`config.mk`:
```
export PLATFORM = sky130hd
export DESIGN_NAME = gsel_ctrl
export DESIGN_NICKNAME = d
export VERILOG_FILES = /design/src/rtl/gsel_pkg.sv /design/src/rtl/gsel_table.sv /design/src/rtl/gsel_ctrl.sv
export SDC_FILE = /design/constraint.sdc
export NUM_CORES = 1
export LEC_CHECK = 0
export BUFFER_PORTS_ARGS = -buffer_cell sky130_fd_sc_hd__clkbuf_2
export CORE_MARGIN = 4
export CORE_UTILIZATION = 45
export DETAILED_ROUTE_END_ITERATION = 10
export PLACE_DENSITY = 0.66
export SKIP_LAST_GASP = 1
export SLEW_MARGIN = 25
export SYNTH_ARGS = -nofsm -noshare
export SYNTH_HDL_FRONTEND = slang
export SYNTH_SLANG_ARGS = --single-unit
```
`constraint.sdc`:
```
create_clock -name CLK_12M -period 2.6 [get_ports CLK_12M]
set_input_delay 0.13 -clock CLK_12M [delete_from_list [all_inputs] [get_ports CLK_12M]]
set_output_delay 0.13 -clock CLK_12M [all_outputs]
set_load 0.02 [all_outputs]
```
`src/rtl/gsel_pkg.sv`:
```
// Shared constants and types for the game-select sequencer: FSM encoding,
// the menu index and the fallback mapping used for reset and table misses.
package gsel_pkg;

   localparam logic [2:0] ST_IDLE   = 3'd0;
   localparam logic [2:0] ST_RST    = 3'd1;
   localparam logic [2:0] ST_LOOKUP = 3'd2;
   localparam logic [2:0] ST_LOAD   = 3'd3;
   localparam logic [2:0] ST_SETTLE = 3'd4;
   localparam logic [2:0] ST_ACK    = 3'd5;

   localparam logic [5:0]  MASK_DEFAULT = 6'b111111;
   localparam logic [10:0] IX_DEFAULT   = 11'd0;
   localparam logic [7:0]  MENU_SEL     = 8'd0;

   typedef struct packed {
      logic [5:0]  mask;
      logic [10:0] ix;
   } gsel_entry_t;

endpackage

```
`src/rtl/gsel_table.sv`:
```
// Game index -> C-ROM bank base and address mask. Entries mirror the
// generated ix_c table; anything unknown falls back to the menu mapping.
module gsel_table
   import gsel_pkg::*;
(
   input  logic [7:0]  sel,
   output gsel_entry_t entry
);

   always_comb begin
      entry = '{mask: MASK_DEFAULT, ix: IX_DEFAULT};
      case (sel)
         8'd1:    entry = '{mask: 6'h0F, ix: 11'h010};
         8'd5:    entry = '{mask: 6'h3F, ix: 11'h040};
         8'd7:    entry = '{mask: 6'h1F, ix: 11'h080};
         8'd9:    entry = '{mask: 6'h07, ix: 11'h0C0};
         8'd32:   entry = '{mask: 6'h3F, ix: 11'h200};
         default: entry = '{mask: MASK_DEFAULT, ix: IX_DEFAULT};
      endcase
   end

endmodule

```
`src/rtl/gsel_ctrl.sv`:
```
// Game-select sequencer: holds the game in pseudo-reset, swaps GSEL/MASK/IX
// atomically, lets the new mapping settle, then releases reset and acks.
module gsel_ctrl
   import gsel_pkg::*;
#(
   parameter int RST_CYC    = 24,
   parameter int SETTLE_CYC = 12,
   parameter int CNT_W      = 8
) (
   input  logic        CLK_12M,
   input  logic        nRESET,
   input  logic        SEL_REQ,
   input  logic [7:0]  SEL_IN,
   output logic [7:0]  GSEL,
   output logic [5:0]  MASK,
   output logic [10:0] IX,
   output logic        GAME_nRESET,
   output logic        BUSY,
   output logic        SEL_ACK,
   output logic [2:0]  dbg_state
);

   // SEL_REQ is a one-cycle strobe with no ready: it is always accepted,
   // either consumed in IDLE or parked in the one-deep pending slot.
   logic [2:0]       state, state_nxt;
   logic [7:0]       next_sel;
   logic             pend_valid;
   logic [7:0]       pend_sel;
   logic [CNT_W-1:0] cnt;
   gsel_entry_t      tbl_out, tbl_q;
   logic             req_valid;
   logic [7:0]       req_sel;

   gsel_table u_table (
      .sel   (next_sel),
      .entry (tbl_out)
   );

   assign req_valid = SEL_REQ | pend_valid;
   assign req_sel   = SEL_REQ ? SEL_IN : pend_sel;
   assign dbg_state = state;

   always_comb begin
      state_nxt = state;
      case (state)
         ST_IDLE:   if (req_valid) state_nxt = (req_sel == GSEL) ? ST_ACK : ST_RST;
         ST_RST:    if (cnt == '0) state_nxt = ST_LOOKUP;
         ST_LOOKUP: state_nxt = ST_LOAD;
         ST_LOAD:   state_nxt = ST_SETTLE;
         ST_SETTLE: if (cnt == '0) state_nxt = ST_ACK;
         ST_ACK:    state_nxt = ST_IDLE;
         default:   state_nxt = ST_IDLE;
      endcase
   end

   always_ff @(posedge CLK_12M) begin
      if (!nRESET) begin
         state       <= ST_IDLE;
         next_sel    <= MENU_SEL;
         pend_valid  <= 1'b0;
         pend_sel    <= MENU_SEL;
         cnt         <= '0;
         tbl_q       <= '{mask: MASK_DEFAULT, ix: IX_DEFAULT};
         GSEL        <= MENU_SEL;
         MASK        <= MASK_DEFAULT;
         IX          <= IX_DEFAULT;
         GAME_nRESET <= 1'b0;
         BUSY        <= 1'b0;
         SEL_ACK     <= 1'b0;
      end else begin
         state <= state_nxt;

         if (state == ST_IDLE) begin
            pend_valid <= 1'b0;
            if (req_valid && req_sel != GSEL) next_sel <= req_sel;
         end else if (SEL_REQ) begin
            pend_valid <= 1'b1;
            pend_sel   <= SEL_IN;
         end

         // Counter is loaded on entry to a timed state and runs down to zero.
         if (state_nxt == ST_RST && state != ST_RST)
            cnt <= CNT_W'(RST_CYC - 1);
         else if (state_nxt == ST_SETTLE && state != ST_SETTLE)
            cnt <= CNT_W'(SETTLE_CYC - 1);
         else if (cnt != '0)
            cnt <= cnt - CNT_W'(1);

         if (state == ST_LOOKUP) tbl_q <= tbl_out;

         if (state == ST_LOAD) begin
            GSEL <= next_sel;
            MASK <= tbl_q.mask;
            IX   <= tbl_q.ix;
         end

         // GSEL never changes on an edge leading into IDLE or ACK, so the
         // current value is the right one to gate the release.
         GAME_nRESET <= (state_nxt == ST_IDLE || state_nxt == ST_ACK) && (GSEL != MENU_SEL);
         BUSY        <= (state_nxt != ST_IDLE);
         SEL_ACK     <= (state_nxt == ST_ACK);
      end
   end

endmodule
```
After elaboration in Yosys (flattened, before gate mapping)
Cells that the tools add are included.

cells by class
  add/subtract/negate cells = 1
  eq/ne operators = 16
  multiplexer cells = 10
  bitwise gates (word level) = 2
  reductions and logical operators = 17

operator list
  kind                   count
  $pmux W17 S5           1
  $eq A8 B3 Y1 const B   2
  $reduce_bool A8 Y1     2
  $mux W5                3
  $pmux W3 S5            1
  $mux W3                4
  $eq A3 B3 Y1 const B   3
  $eq A8 B1 Y1 const B   1
  $eq A8 B4 Y1 const B   1
  $eq A8 B6 Y1 const B   1
  $eq A8 B8 Y1           1
  $logic_not A8 Y1       1
  $mux W8                1
  $ne A8 B8 Y1           1
  $sub A8 B1 Y8 const B  1
  $eq A3 B1 Y1 const B   2
  $eq A3 B2 Y1 const B   2
  $logic_not A3 Y1       2
  $reduce_bool A3 Y1     2
  $logic_and A1 B1 Y1    4
  $reduce_or A2 Y1       2
  $ne A3 B1 Y1 const B   1
  $ne A3 B3 Y1 const B   1
  $reduce_or A3 Y1       1
  other kinds (5)        5

word-level totals
  flip-flop bits (word level) = 73
  input bits = 11
  word-level logic and storage cells = 61

Depth between registers and ports, before layout
  depth after elaboration = 9
  mapped depth = 7
  gate-level depth less buffers = 7

Modules after synthesis
Synthesis repeated with hierarchy kept, for this count alone.

second synthesis, totals
  cell total of the unflattened synthesis = 391
  area total of the unflattened synthesis = 3347.0 µm²

modules (own cells, without submodules)
  module      times used  cells each  area each (µm²)
  gsel_ctrl   1           363         3138.0
  gsel_table  1           28          209.0

Worst setup path after synthesis
No wires, ideal clock.

  path kind = register to register
  start point = reg state[0] (netlist: dbg_state[0])
  end point = reg cnt[3]
  setup time = 0.116 ns
  arrival time = 1.793 ns
  data required time = 2.484 ns
  slack = 0.691 ns
  stages on the path, launching flop included = 8
  cells stage by stage = dfxtp_1 clkbuf_1 nor2_1 nand2_2 nor2_2 a21boi_2 buf_6 and3b_1

on the way
  cells in the longest elaborated chain, start to end = 5

ends and longest elaborated chain
  element                                       RTL line                          source
  start: declaration                            gsel_ctrl.sv:25                   logic [2:0] state, state_nxt;
  start signal: assignment                      gsel_ctrl.sv:71                   state <= state_nxt;
  $eq A3 B3 Y1, or another cell as far along    gsel_ctrl.sv:45                   case (state)
  $pmux W3 S5                                   gsel_ctrl.sv:45
  $eq A3 B3 Y1 or $eq A3 B1 Y1 (tied branches)  gsel_ctrl.sv:84, gsel_ctrl.sv:82
  $logic_and A1 B1 Y1 (on tied branches)        gsel_ctrl.sv:84, gsel_ctrl.sv:82
  $mux W5, or another cell as far along         gsel_ctrl.sv:84                   else if (state_nxt == ST_SETTLE && state != ST_SETTLE)
  end signal: assignment                        gsel_ctrl.sv:83                   cnt <= CNT_W'(RST_CYC - 1);
  end signal: assignment                        gsel_ctrl.sv:85                   cnt <= CNT_W'(SETTLE_CYC - 1);
  end signal: assignment                        gsel_ctrl.sv:87                   cnt <= cnt - CNT_W'(1);
  end: declaration                              gsel_ctrl.sv:29                   logic [CNT_W-1:0] cnt;

Several ways; a longest one is shown, not always the timed one.
A chain may end at the register's enable or synchronous reset.

Final worst setup path
  start point = reg state[2] (netlist: dbg_state[2])
  end point = reg cnt[3]

Same word-level chain as after synthesis.

==> run_results.csv <==
group,metric,value,unit
flow_run,maxCapViolCount,0,
worst_setup_path,setup.worst_path.start_class,"flop",
die,fp.dieW,82.87,microns
timing,maxSlewViolCount,0,
die,die_h,82.87,microns
synthesis,synthCells,284,
die,core,0.005270,sq mm
timing,fin_crit,2217,ps
worst_setup_path,worstSetupPathType,"flop to flop",
detailed_routing,routed_via_density,5.360,
run_status,outcome,"complete, no violations",
synthesis,synth_largest_area_cell,"dfxtp_1",
die,dieArea,0.006867,sq mm
detailed_routing,vias,2026,
grt,grt_max_degree,50,
timing,setup_ws,383.3,ps
timing,period_share,0.8526,
timing,worst_slew_pin_slew,836.7,ps
synthesis,syn_avg_cell_area,8.882,sq um
synthesis,synth_compound_area_frac,0.1910,
timing,final.setup.tns,0,ps
timing,grt_setup_unrepaired,"no",
grt,overflow,0,
synthesis,synth-simple-area-share,0.2237,
placement,hpwl,3934,microns
die,initial_utilization,0.4786,
clock_network,cts-root-buf,"clkbuf_8",
worst_setup_path,cp_max_fo,16,
synthesis,netlist.area_leader.share,0.4206,
synthesis,async_reset_ff_frac,0,
detailed_routing,antenna_left,0,
synthesis,synth_edf_count,0,
synthesis,synth_xor_area_frac,0.03472,
timing,hold_slack,106.1,ps
grt,grt_pass1_vias,1925,
placement,place_inst,371,
grt,antenna_found_initial,0,
worst_setup_path,worst_ep_required_time,2800,ps
placement,pre_cts_slack,467.1,ps
detailed_routing,first_pass_iters,4,
synthesis,yosys.cell_count.top_type,"dfxtp_1",
timing,max_freq,0.4511,GHz
timing,skew,6.529,ps
clock_network,numCtsBuffers,5,
synthesis,synth_mux_area_frac,0.05159,
grt,grt_pass1_wl,9287,microns
worst_setup_path,cp_data_arrival_time,2420,ps
grt,grt_usage,0.1610,
synthesis,ys_warn_count,0,
clock_network,cts_hold_buf,0,
timing,hold_violations,0,
cells_and_area,syn_to_final_growth,9.325,%
die,io_pins,42,
cells_and_area,nets,320,
hold_path,hp-class,"primary input to flop",
clock_network,tritoncts,"done",
synthesis,ys_ff_latch,53,
synthesis,synth_commonest_cells,"dfxtp_1 (53), nand2_1 (51), a21boi_0 (14)",
worst_setup_path,end_kind,"flop",
cells_and_area,final_cells,378,
clock_network,ctsResizeCount,0,
synthesis,synthFlopType,"dfxtp_1",
detailed_routing,drt_iter0_markers,120,
detailed_routing,drcViolationCount,0,
synthesis,ys_top_cells_by_area,"dfxtp_1 (42%), nand2_1 (7.6%), mux2i_1 (5.2%)",
placement,io_buffers,31,
die,rows,26,
clock_network,post_cts_buffers,0,
cells_and_area,antenna_cells,0,
pwr,ir_drop,0.0003936,V
synthesis,synth_adder_area_share,0.004960,
pwr,powerDensity,896.3,mW/mm^2
timing,setup_violations,0,
synthesis,syn_area,0.002522,sq mm
clock_network,htreeDepth,2,
synthesis,synth_top_family_by_area,"simple AND/OR/NAND/NOR gates",
clock_network,cts_max_path_buffers,2,
detailed_routing,routed_wirelength,5374,microns
placement,gp_congestion,0.7978,
clock_network,cts_sinks,53,
detailed_routing,wl_per_cell,14.22,microns
pwr,leakage,0.001151,uW
clock_network,clkTransAtPathRegs,90,ps
cells_and_area,final_layout_size_suffix_gt1_frac,0.1558,
clock_network,insertion_delay,310,ps
synthesis,yosysUniqueCellTypes,49,
synthesis,ys_seq_area_frac,0.4206,
timing,slew_headroom,0.4422,
==> worst paths after layout <==
path	from	endpoint	slack (ps)	depth (start not counted)
setup / recovery	dbg_state[2]$_SDFF_PN0_	cnt[3]$_SDFFE_PP0P_	380	5
hold / removal	SEL_IN[4]	pend_sel[4]$_SDFFE_PN0N_	110	3
setup reg to reg	dbg_state[2]$_SDFF_PN0_	cnt[3]$_SDFFE_PP0P_	380	5
hold reg to reg	tbl_q[7]$_SDFFE_PN0P_	IX[7]$_SDFFE_PN0N_	470	2
==> logic make-up after synthesis <==
| family | after synthesis |
|---|---|
| xor gates and xnor gates | 10 |
| other | 2 |
| muxes | 13 |
| buffers and inverters | 33 |
| AOI/OAI and AO/OA | 62 |
| adders and majority gates | 1 |
| DFF | 53 |
| and+or+nand+nor | 110 |
==> area by class of cell <==
cell class,count,area [sq um]
timing repair buffer,33,170.2
fill,528,2512
tap,70,87.58
sequential,53,1061
inverter,9,33.78
clock buffer,7,86.33
multi-input combinational,206,1319
==> stage by stage <==
stage	instance area [sq um]	power [uW]	utilization
floorplan	2552	1834	-
global placement	2671	1994	0.5069
detailed placement	2671	2007	0.5069
CTS	2758	2474	0.5233
global route	2758	2649	0.5233
finish	2758	2472	0.5233
==> sequential cells by signal (all words and copies together), names as in the netlist <==
signal	cells
GSEL	8
pend_sel	8
pend_valid	1
dbg_state	3
SEL_ACK	1
MASK	3
next_sel	8
IX	4
GAME_nRESET	1
tbl_q	7
BUSY	1
cnt	8
==> worst max-delay path, stage by stage, from the launching register on <==
cell and delay [ps]:
dfxtp_1 420, inv_1 220, nand2_2 190, nor2_2 350
a21boi_2 670, and3b_1 250
==> layer usage <==
layer | track usage | share of wire | wire [microns]
met5 | 0 | 0 | 0
met2 | 0.2427 | 0.43 | 2317
met4 | 0.06389 | 0.018 | 97
met3 | 0.03663 | 0.054 | 288
met1 | 0.2220 | 0.50 | 2671
==> where the power goes <==
| part | total, uW | leakage (uW) | switching, uW | internal, uW |
|---|---|---|---|---|
| clock network | 470 | 0.0000443 | 258 | 212 |
| registers | 1100 | 0.000432 | 148 | 956 |
| logic | 898 | 0.000675 | 518 | 380 |
==> cell usage in the layout, fill, tap and decap left out, drive strengths merged, types with 2 or more instances in the layout <==
master  synthesis  routed
a31oi           2       2
nor4b           2       2
o21a            3       3
clkbuf         11      38
o221a           8       8
o31ai           2       2
a32oi           2       2
o21ai           6       6
buf            13       2
o211ai          2       2
inv             9       9
nor3b           3       3
o211a           4       4
a21oi           8       8
and2            2       2
conb            2      10
nand2b          3       3
nor4            6       6
nand3           7       7
xnor2          10      10
o31a            2       2
nor2           10      10
nor2b          10      10
dfxtp          53      53
nor3            9       9
a21boi         15      15
mux2i          13      13
nand2          52      52
Power figures use the tool's default switching activity.
